$ cat src/rtl/pac_pkg.sv
// pac_pkg: shared sprite geometry, colour constants and plotter state encoding
package pac_pkg;
  localparam int SPRITE_W = 5;
  localparam int SPRITE_H = 5;
  localparam int SPRITE_BITS = SPRITE_W * SPRITE_H;
  localparam logic [2:0] COL_BLACK = 3'b000;
  localparam logic [2:0] COL_YELLOW = 3'b110;
  typedef enum logic [1:0] {S_IDLE, S_DRAW, S_DONE} plot_state_t;
  function automatic logic [4:0] pixel_idx(input logic [2:0] row, input logic [2:0] col);
    return 5'(SPRITE_BITS - 1 - (int'(row) * SPRITE_W + int'(col)));
  endfunction
endpackage

$ cat src/rtl/pac_pixel_counter.sv
// pac_pixel_counter: col/row raster counter over the sprite, col wraps into row
module pac_pixel_counter
  import pac_pkg::*;
(
  input  logic       clock,
  input  logic       resetn,
  input  logic       clear,
  input  logic       enable,
  output logic [2:0] next_col,
  output logic [2:0] next_row,
  output logic       last
);
  logic [2:0] col, row;
  logic col_end;
  always_comb begin
    col_end = col == 3'(SPRITE_W - 1);
    next_col = col_end ? 3'd0 : col + 3'd1;
    next_row = col_end ? row + 3'd1 : row;
    last = col_end && row == 3'(SPRITE_H - 1);
  end
  always_ff @(posedge clock)
    if (!resetn || clear) begin
      col <= '0;
      row <= '0;
    end else if (enable) begin
      col <= next_col;
      row <= next_row;
    end
endmodule

$ cat src/rtl/pac_sprite_plotter.sv
// pac_sprite_plotter: rasterises a 5x5 sprite into one registered pixel write per clock.
// Define PAC_PLOTTER_TRANSPARENT_EN to suppress plot on 0 bits (background left untouched).
module pac_sprite_plotter
  import pac_pkg::*;
#(
  parameter logic [2:0] BG_COLOUR = COL_BLACK
) (
  input  logic        clock,
  input  logic        resetn,
  input  logic        start,
  input  logic [7:0]  x_in,
  input  logic [6:0]  y_in,
  input  logic [24:0] bitmap,
  input  logic [2:0]  colour_in,
  output logic [7:0]  x_out,
  output logic [6:0]  y_out,
  output logic [2:0]  colour_out,
  output logic        plot,
  output logic        busy,
  output logic        done
);
  plot_state_t state;
  logic [7:0] x_base;
  logic [6:0] y_base;
  logic [24:0] bitmap_lat;
  logic [2:0] colour_lat, next_col, next_row;
  logic last, clear, enable, first_bit, next_bit, first_plot, next_plot;
  // The counter tracks the pixel already on the outputs; the accepting edge emits pixel (0,0) directly.
  assign clear = state == S_IDLE && start;
  assign enable = state == S_DRAW && !last;
  assign first_bit = bitmap[SPRITE_BITS - 1];
  assign next_bit = bitmap_lat[pixel_idx(next_row, next_col)];
`ifdef PAC_PLOTTER_TRANSPARENT_EN
  assign first_plot = first_bit;
  assign next_plot = next_bit;
`else
  assign first_plot = 1'b1;
  assign next_plot = 1'b1;
`endif
  pac_pixel_counter u_counter (
    .clock    (clock),
    .resetn   (resetn),
    .clear    (clear),
    .enable   (enable),
    .next_col (next_col),
    .next_row (next_row),
    .last     (last)
  );
  always_ff @(posedge clock)
    if (!resetn) begin
      state <= S_IDLE;
      x_base <= '0;
      y_base <= '0;
      bitmap_lat <= '0;
      colour_lat <= '0;
      x_out <= '0;
      y_out <= '0;
      colour_out <= '0;
      plot <= 1'b0;
      busy <= 1'b0;
      done <= 1'b0;
    end else begin
      case (state)
        S_IDLE: if (start) begin
          state <= S_DRAW;
          x_base <= x_in;
          y_base <= y_in;
          bitmap_lat <= bitmap;
          colour_lat <= colour_in;
          x_out <= x_in;
          y_out <= y_in;
          colour_out <= first_bit ? colour_in : BG_COLOUR;
          plot <= first_plot;
          busy <= 1'b1;
        end
        S_DRAW: if (last) begin
          state <= S_DONE;
          plot <= 1'b0;
          done <= 1'b1;
        end else begin
          x_out <= x_base + 8'(next_col);
          y_out <= y_base + 7'(next_row);
          colour_out <= next_bit ? colour_lat : BG_COLOUR;
          plot <= next_plot;
        end
        default: begin
          state <= S_IDLE;
          done <= 1'b0;
          busy <= 1'b0;
        end
      endcase
    end
endmodule
$ cat config.mk
export PLATFORM = sky130hd
export DESIGN_NAME = pac_sprite_plotter
export DESIGN_NICKNAME = d
export VERILOG_FILES = /design/src/rtl/pac_pkg.sv /design/src/rtl/pac_pixel_counter.sv /design/src/rtl/pac_sprite_plotter.sv
export SDC_FILE = /design/constraint.sdc
export NUM_CORES = 1
export LEC_CHECK = 0
export BUFFER_PORTS_ARGS = -buffer_cell sky130_fd_sc_hd__buf_2
export CAP_MARGIN = 20
export CORE_MARGIN = 5
export CORE_UTILIZATION = 38
export CTS_CLUSTER_DIAMETER = 200
export CTS_CLUSTER_SIZE = 14
export DETAILED_ROUTE_END_ITERATION = 10
export GPL_TIMING_DRIVEN = 0
export MAX_ROUTING_LAYER = met4
export PLACE_DENSITY_LB_ADDON = 0.3
export SKIP_CTS_REPAIR_TIMING = 1
export SYNTH_ARGS = -nofsm -noshare
export SYNTH_HDL_FRONTEND = slang
export SYNTH_SLANG_ARGS = --single-unit
$ cat constraint.sdc
create_clock -name clock -period 3.99 [get_ports clock]
set_input_delay 0.399 -clock clock [delete_from_list [all_inputs] [get_ports clock]]
set_output_delay 0.399 -clock clock [all_outputs]
set_load 0.02 [all_outputs]
==> results of run 1 <==
[flip-flops by register name, indices dropped and copies added, names as in the netlist]
register	cells
bitmap_lat	25
x_base	8
x_out	8
y_base	7
y_out	7
colour_lat	3
colour_out	3
u_counter.col	3
u_counter.row	3
state	2
busy	1
done	1
plot	1
[cell type report]
type / instances / area (µm²) / area share (%)
Inverter: 17 / 63.8 / 1.45
Buffer: 25 / 104 / 2.37
Tap cell: 129 / 161 / 3.68
Timing Repair Buffer: 66 / 330 / 7.52
Multi-Input combinational cell: 309 / 2080 / 47.3
Sequential cell: 72 / 1440 / 32.8
Clock buffer: 11 / 151 / 3.45
Clock inverter: 5 / 62.6 / 1.42
[power groups by stage]
stage	clock network, µW	registers (µW)	logic [µW]
finish	620	799	331
global route	672	805	371
CTS	634	798	332
detailed placement	0	815	330
global placement	0	812	325
floorplan	0	833	201
[synthesized netlist by cell type (all sizes together) (2+ instances only)]
cell	number	share of area [%]
a21boi	51	10
o211a	6	1.6
a311oi	2	0.48
a21oi	14	1.9
nand4	2	0.34
nor2	19	1.9
o2bb2ai	3	0.72
xor2	5	1.2
inv	17	1.7
or3	6	1.0
nand3	9	1.2
mux4	7	4.8
ha	16	5.5
fa	4	2.2
nand2b	2	0.34
buf	7	0.99
o21ai	11	1.6
a311o	3	0.82
nand2	114	12
a211o	2	0.48
o211ai	5	1.0
a21o	2	0.41
xnor2	3	0.72
nor2b	5	0.85
clkbuf	19	1.9
dfxtp	72	39
mux2i	2	0.55
a211oi	3	0.61
[per-stage QoR]
step | total power, µW | area (µm²)
final | 1750 | 4390
after global routing | 1850 | 4390
after CTS | 1760 | 4380
after detailed placement | 1140 | 4160
after global placement | 1140 | 4160
after floorplan | 1030 | 3670
[critical path, cell delays in order (launching register included)]
cell and delay [ns]:
dfxtp_1 0.33, inv_1 0.09, ha_1 0.26, nand2_2 0.15
xnor2_1 0.24, inv_1 0.09, ha_1 0.28, inv_1 0.05
fa_1 0.51, ha_2 0.16, inv_1 0.04, fa_1 0.55
mux4_2 0.53, a41oi_2 0.28, o2bb2ai_1 0.11
[final timing paths]
check / startpoint / endpoint / slack [ns] / cells after the start
worst max-delay path: u_counter.col[0] / colour_out[2] / 0.20 / 14
worst min-delay path: bitmap[9] / bitmap_lat[9] / 0.30 / 3
worst max register to register: u_counter.col[0] / colour_out[2] / 0.20 / 14
worst min register to register: x_out[2] / x_out[2] / 0.46 / 2
[metal layers]
metal  routed length, µm  track usage, %  vias to the layer above
met2                4240            27.0                       94
met4                  76            4.06                        0
met1                4270            22.4                     1512
met3                 506            3.58                       10
li1                    -               -                     1618
met5                   0               -                        -
[logic make-up after synthesis]
family | after synthesis | share of synthesized area (%)
simple gates | 164 | 18.9
fa+ha+maj | 20 | 7.63
xor+xnor | 9 | 2.62
buf+inv | 43 | 4.67
compound gates | 106 | 21.2
flops | 72 | 39.3
mux | 10 | 5.66
==> reports/qor.yml, run 1 <==
status:
  status: "completed"
hold_path:
  hold_path_class: "in2reg"
synth:
  syn_inst: 424
  yosys_most_used_dff: "dfxtp_1"
  syn_area_mm2: 0.00367
  async_reset_ff_share_pct: 0
  synth_edf_count: 0
  syn-num-nets: 490
  yosys_register_bits: 72
  synth_area_per_cell_um2: 8.66
  synthDistinctLibCells: 46
  yosys_warnings: 0
  ys_seq_area_share_pct: 39.3
final_layout:
  nets: 566
  fin_util_pct: 47.1
  antenna_cells: 0
  synthToLayoutAreaGrowth_pct: 19.6
  drive_above_1_share_pct: 19.0
  fillers: 940
  final_cells: 634
  final_common_cell: "nand2_1"
  mostFrequentLayoutCells: "113 x nand2_1, 72 x dfxtp_1, 68 x buf_2"
floorplanning:
  fp.dieH_um: 108
  ios: 67
  die_w_um: 108
  core_region_area_mm2: 0.00933
  die_area_mm2: 0.0117
  rows: 35
  initial_core_util_pct: 39.4
timing:
  period_share_pct: 95.1
  slew_viol_final: 0
  timing.clock.skew_ns: 0.0153
  slew_headroom_pct: 55.5
  setup_ws_ns: 0.196
  post-route-min-period_ns: 3.79
  totalNegativeSetupSlack_ns: 0
  rsz0062_at_grt: "no"
  hold_viol_final: 0
  setup_viol: 0
  whs_ns: 0.298
  worst_pin_slew_ns: 0.667
  max_freq_mhz: 264
clock_tree:
  cts_buffer_depth: 2
  cts-root-buf: "clkbuf_8"
  clkSinkCount: 72
  clk_latency_ns: 0.35
  cts_buffers: 9
  ctsHtreeMaxLevel: 3
  cts_tree: "done"
  cts.reportedPaths.clkPinSlew_ns: 0.08
power_and_ir_drop:
  leakage_uw: 0.00190
  p_comb_share_pct: 18.9
  seq_power_share_pct: 45.6
  p_per_area_mw_per_mm2: 399
  vdd_drop_max_uv: 237
  p_sw_uw: 514
  clkPwrFrac_pct: 35.5
  netSwitchingFraction_pct: 29.4
  internal_power_uw: 1240
drt:
  wl_per_cell_um: 14.3
  initialDrtViolationCount: 129
  dr.pass1.iters: 4
  drc: 0
  postRouteAntennaNets: 0
  vias_per_cell: 5.10
  finalWirelength_mm: 9.10
  vias: 3234
placement:
  dp_hpwl_mm: 7.00
  place_ws_ns: -0.0919
  port_buffers: 66
  dp_cells: 619
  gp_congestion: 0.827
run:
  max-cap-violations: 0
global_routing:
  antenna_found_initial: 0
  grt_pass1_wl_mm: 15.4
  grt_max_degree: 14
  grt_pass1_vias: 3263
  grt_remaining_overflow: 0
  globalRouteTotalUtil_pct: 17.1
setup_path:
  critical_path_required_ns: 4.22
  cp_max_fo: 6
  start_kind: "register"
  endpoint_kind: "register"
  critical_path_class: "reg2reg"
  cp.arrival_ns: 4.02
(Power assumes the default switching activity.)
==> inputs of run 2 (changes only) <==
Settings changed: SLEW_MARGIN from default to 10.
Clock period 3.99 ns to 3.04 ns, I/O delays scaled along.
==> run 2 against run 1 <==
Net effect:
- the flow now finishes with violations (negative setup slack)
- sequential power is 31% higher
- critical path type unchanged
- final area is 4.4% higher
- maximum frequency is 7.5% higher
- highest routed layer unchanged
==> reports/qor.yml, run 2 (synthesis gave the netlist of run 1 again) <==
timing:
  slew_viol_final: 0  # unchanged
  slew_headroom_pct: 44.8  # was 55.5%
  hold_viol_final: 0  # unchanged
  max_freq_mhz: 283  # was 264 MHz
  post-route-min-period_ns: 3.53  # was 3.79 ns
  whs_ns: 0.186  # was 0.298 ns
  timing.clock.skew_ns: 0.0130  # was 0.0153 ns
  setup_viol: 3  # was 0
  period_share_pct: 116  # was 95.1%
  worst_pin_slew_ns: 0.829  # was 0.667 ns
  rsz0062_at_grt: "yes"  # was no
  setup_ws_ns: -0.489  # was 0.196 ns
clock_tree:
  clkSinkCount: 72  # unchanged
  ctsHtreeMaxLevel: 3  # unchanged
  cts-root-buf: "clkbuf_8"  # unchanged
  cts_buffers: 9  # unchanged
  cts_tree: "done"  # unchanged
  cts_buffer_depth: 2  # unchanged
  cts.reportedPaths.clkPinSlew_ns: 0.09  # was 0.08 ns
  clk_latency_ns: 0.36  # was 0.35 ns
final_layout:
  multi_input_area_mm2: 0.00217  # was 0.00208 mm²
  mostFrequentLayoutCells: "113 x nand2_1, 68 x buf_2, 67 x dfxtp_1"  # was 113 x nand2_1, 72 x dfxtp_1, 68 x buf_2
  fillers: 888  # was 940
  synthToLayoutAreaGrowth_pct: 24.9  # was 19.6%
  fin_area_mm2: 0.00459  # was 0.00439 mm²
  largest_register_ffs: 25  # unchanged
  final_cells: 643  # was 634
  antenna_cells: 0  # unchanged
  nets: 575  # was 566
  top_register: "bitmap_lat"  # unchanged
  drive_above_1_share_pct: 23.9  # was 19.0%
  seq_area_mm2: 0.00145  # was 0.00144 mm²
  reg_top3: "bitmap_lat (25), x_base (8), x_out (8)"  # unchanged
  final_common_cell: "nand2_1"  # unchanged
status:
  status: "finished, violations left"  # was completed
  violations: "negative setup slack"
global_routing:
  grt_max_degree: 13  # was 14
  globalRouteTotalUtil_pct: 17.7  # was 17.1%
  grt_pass1_wl_mm: 15.8  # was 15.4 mm
  use_met1_pct: 21.4  # was 22.4%
  antenna_found_initial: 0  # unchanged
  grt_pass1_vias: 3213  # was 3263
  grtUsageMet3_pct: 4.36  # was 3.58%
  grt_remaining_overflow: 0  # unchanged
  gr-usage-met2_pct: 28.0  # was 27.0%
  grt.busiest_layer: "met2"  # unchanged
placement:
  dp_hpwl_mm: 7.08  # was 7.00 mm
  dp_cells: 619  # unchanged
  gp_congestion: 0.914  # was 0.827
  port_buffers: 66  # unchanged
  place_area_mm2: 0.00423  # was 0.00416 mm²
power_and_ir_drop:
  internal_power_uw: 1750  # was 1240 µW
  clkPwrFrac_pct: 37.7  # was 35.5%
  p_sw_uw: 684  # was 514 µW
  p_comb_share_pct: 19.3  # was 18.9%
  netSwitchingFraction_pct: 28.1  # was 29.4%
  p_per_area_mw_per_mm2: 532  # was 399 mW/mm²
  leakage_uw: 0.00197  # was 0.00190 µW
  vdd_drop_max_uv: 229  # was 237 µV
  seq_power_share_pct: 43.0  # was 45.6%
setup_path:
  critical_path_class: "reg2reg"  # unchanged
  start_kind: "register"  # unchanged
  cp.arrival_ns: 3.77  # was 4.02 ns
  critical_path_required_ns: 3.28  # was 4.22 ns
  cp_max_fo: 3  # was 6
  endpoint_kind: "register"  # unchanged
floorplanning:
  core_region_area_mm2: 0.00933  # unchanged
  die_area_mm2: 0.0117  # unchanged
  die_w_um: 108  # unchanged
  fp.dieH_um: 108  # unchanged
  initial_core_util_pct: 39.4  # unchanged
  rows: 35  # unchanged
  ios: 67  # unchanged
drt:
  dr.pass1.iters: 4  # unchanged
  initialDrtViolationCount: 141  # was 129
  drc: 0  # unchanged
  vias_per_cell: 5.09  # was 5.10
  finalWirelength_mm: 9.73  # was 9.10 mm
  wl_per_cell_um: 15.1  # was 14.3 µm
  postRouteAntennaNets: 0  # unchanged
  vias: 3274  # was 3234
run:
  max-cap-violations: 0  # unchanged
hold_path:
  hold_path_class: "in2reg"  # unchanged
## run 2: final timing paths
path                                        from            end  slack [ns]  depth (start not counted)
worst min register to register          x_out[2]       x_out[2]        0.46                          2
worst max-delay path            u_counter.col[0]  colour_out[0]       -0.49                         13
worst max register to register  u_counter.col[0]  colour_out[0]       -0.49                         13
worst min-delay path                   bitmap[0]  bitmap_lat[0]        0.19                          3
## run 2: area by class of cell
type / count / area share [%]
plain buffers: 26 / 2.56
clock buffers: 10 / 2.78
clock inverters: 6 / 2.35
inverters: 17 / 1.39
multi-input cells: 309 / 47.3
flip-flops and latches: 72 / 31.6
well taps: 129 / 3.52
repair buffers: 74 / 8.51
## run 2: per-stage QoR
step	utilization [%]	TNS, ns	setup WS, ns	total power, µW
global placement	45.4	-1.47	-0.498	1510
detailed placement	45.4	-1.56	-0.526	1520
finish	49.2	-1.43	-0.489	2440
global route	49.2	-1.80	-0.604	2560
CTS	47.9	-1.72	-0.586	2430
floorplan	-	-0.766	-0.262	1370
## run 2: per-layer routing
layer	wire length (µm)	up-vias
met5	0	-
met4	159	0
met3	581	16
met2	4780	85
li1	-	1630
met1	4200	1543
## run 2: critical path, stage by stage (launching register included)
cell	delay, ns
dfxtp_2	0.34
inv_2	0.07
ha_4	0.17
nor2_1	0.05
mux2_4	0.29
ha_4	0.27
inv_2	0.03
fa_1	0.49
ha_2	0.18
inv_2	0.04
fa_2	0.56
mux4_2	0.56
a41oi_4	0.28
o2bb2ai_2	0.09
## run 2: power groups by stage
stage          logic [µW]  registers, µW  clock network [µW]
2_1_floorplan         278           1090                   0
3_3_place_gp          444           1070                   0
3_5_place_dp          453           1070                   0
4_1_cts               455           1050                 922
5_1_grt               522           1060                 975
6_report              470           1050                 919
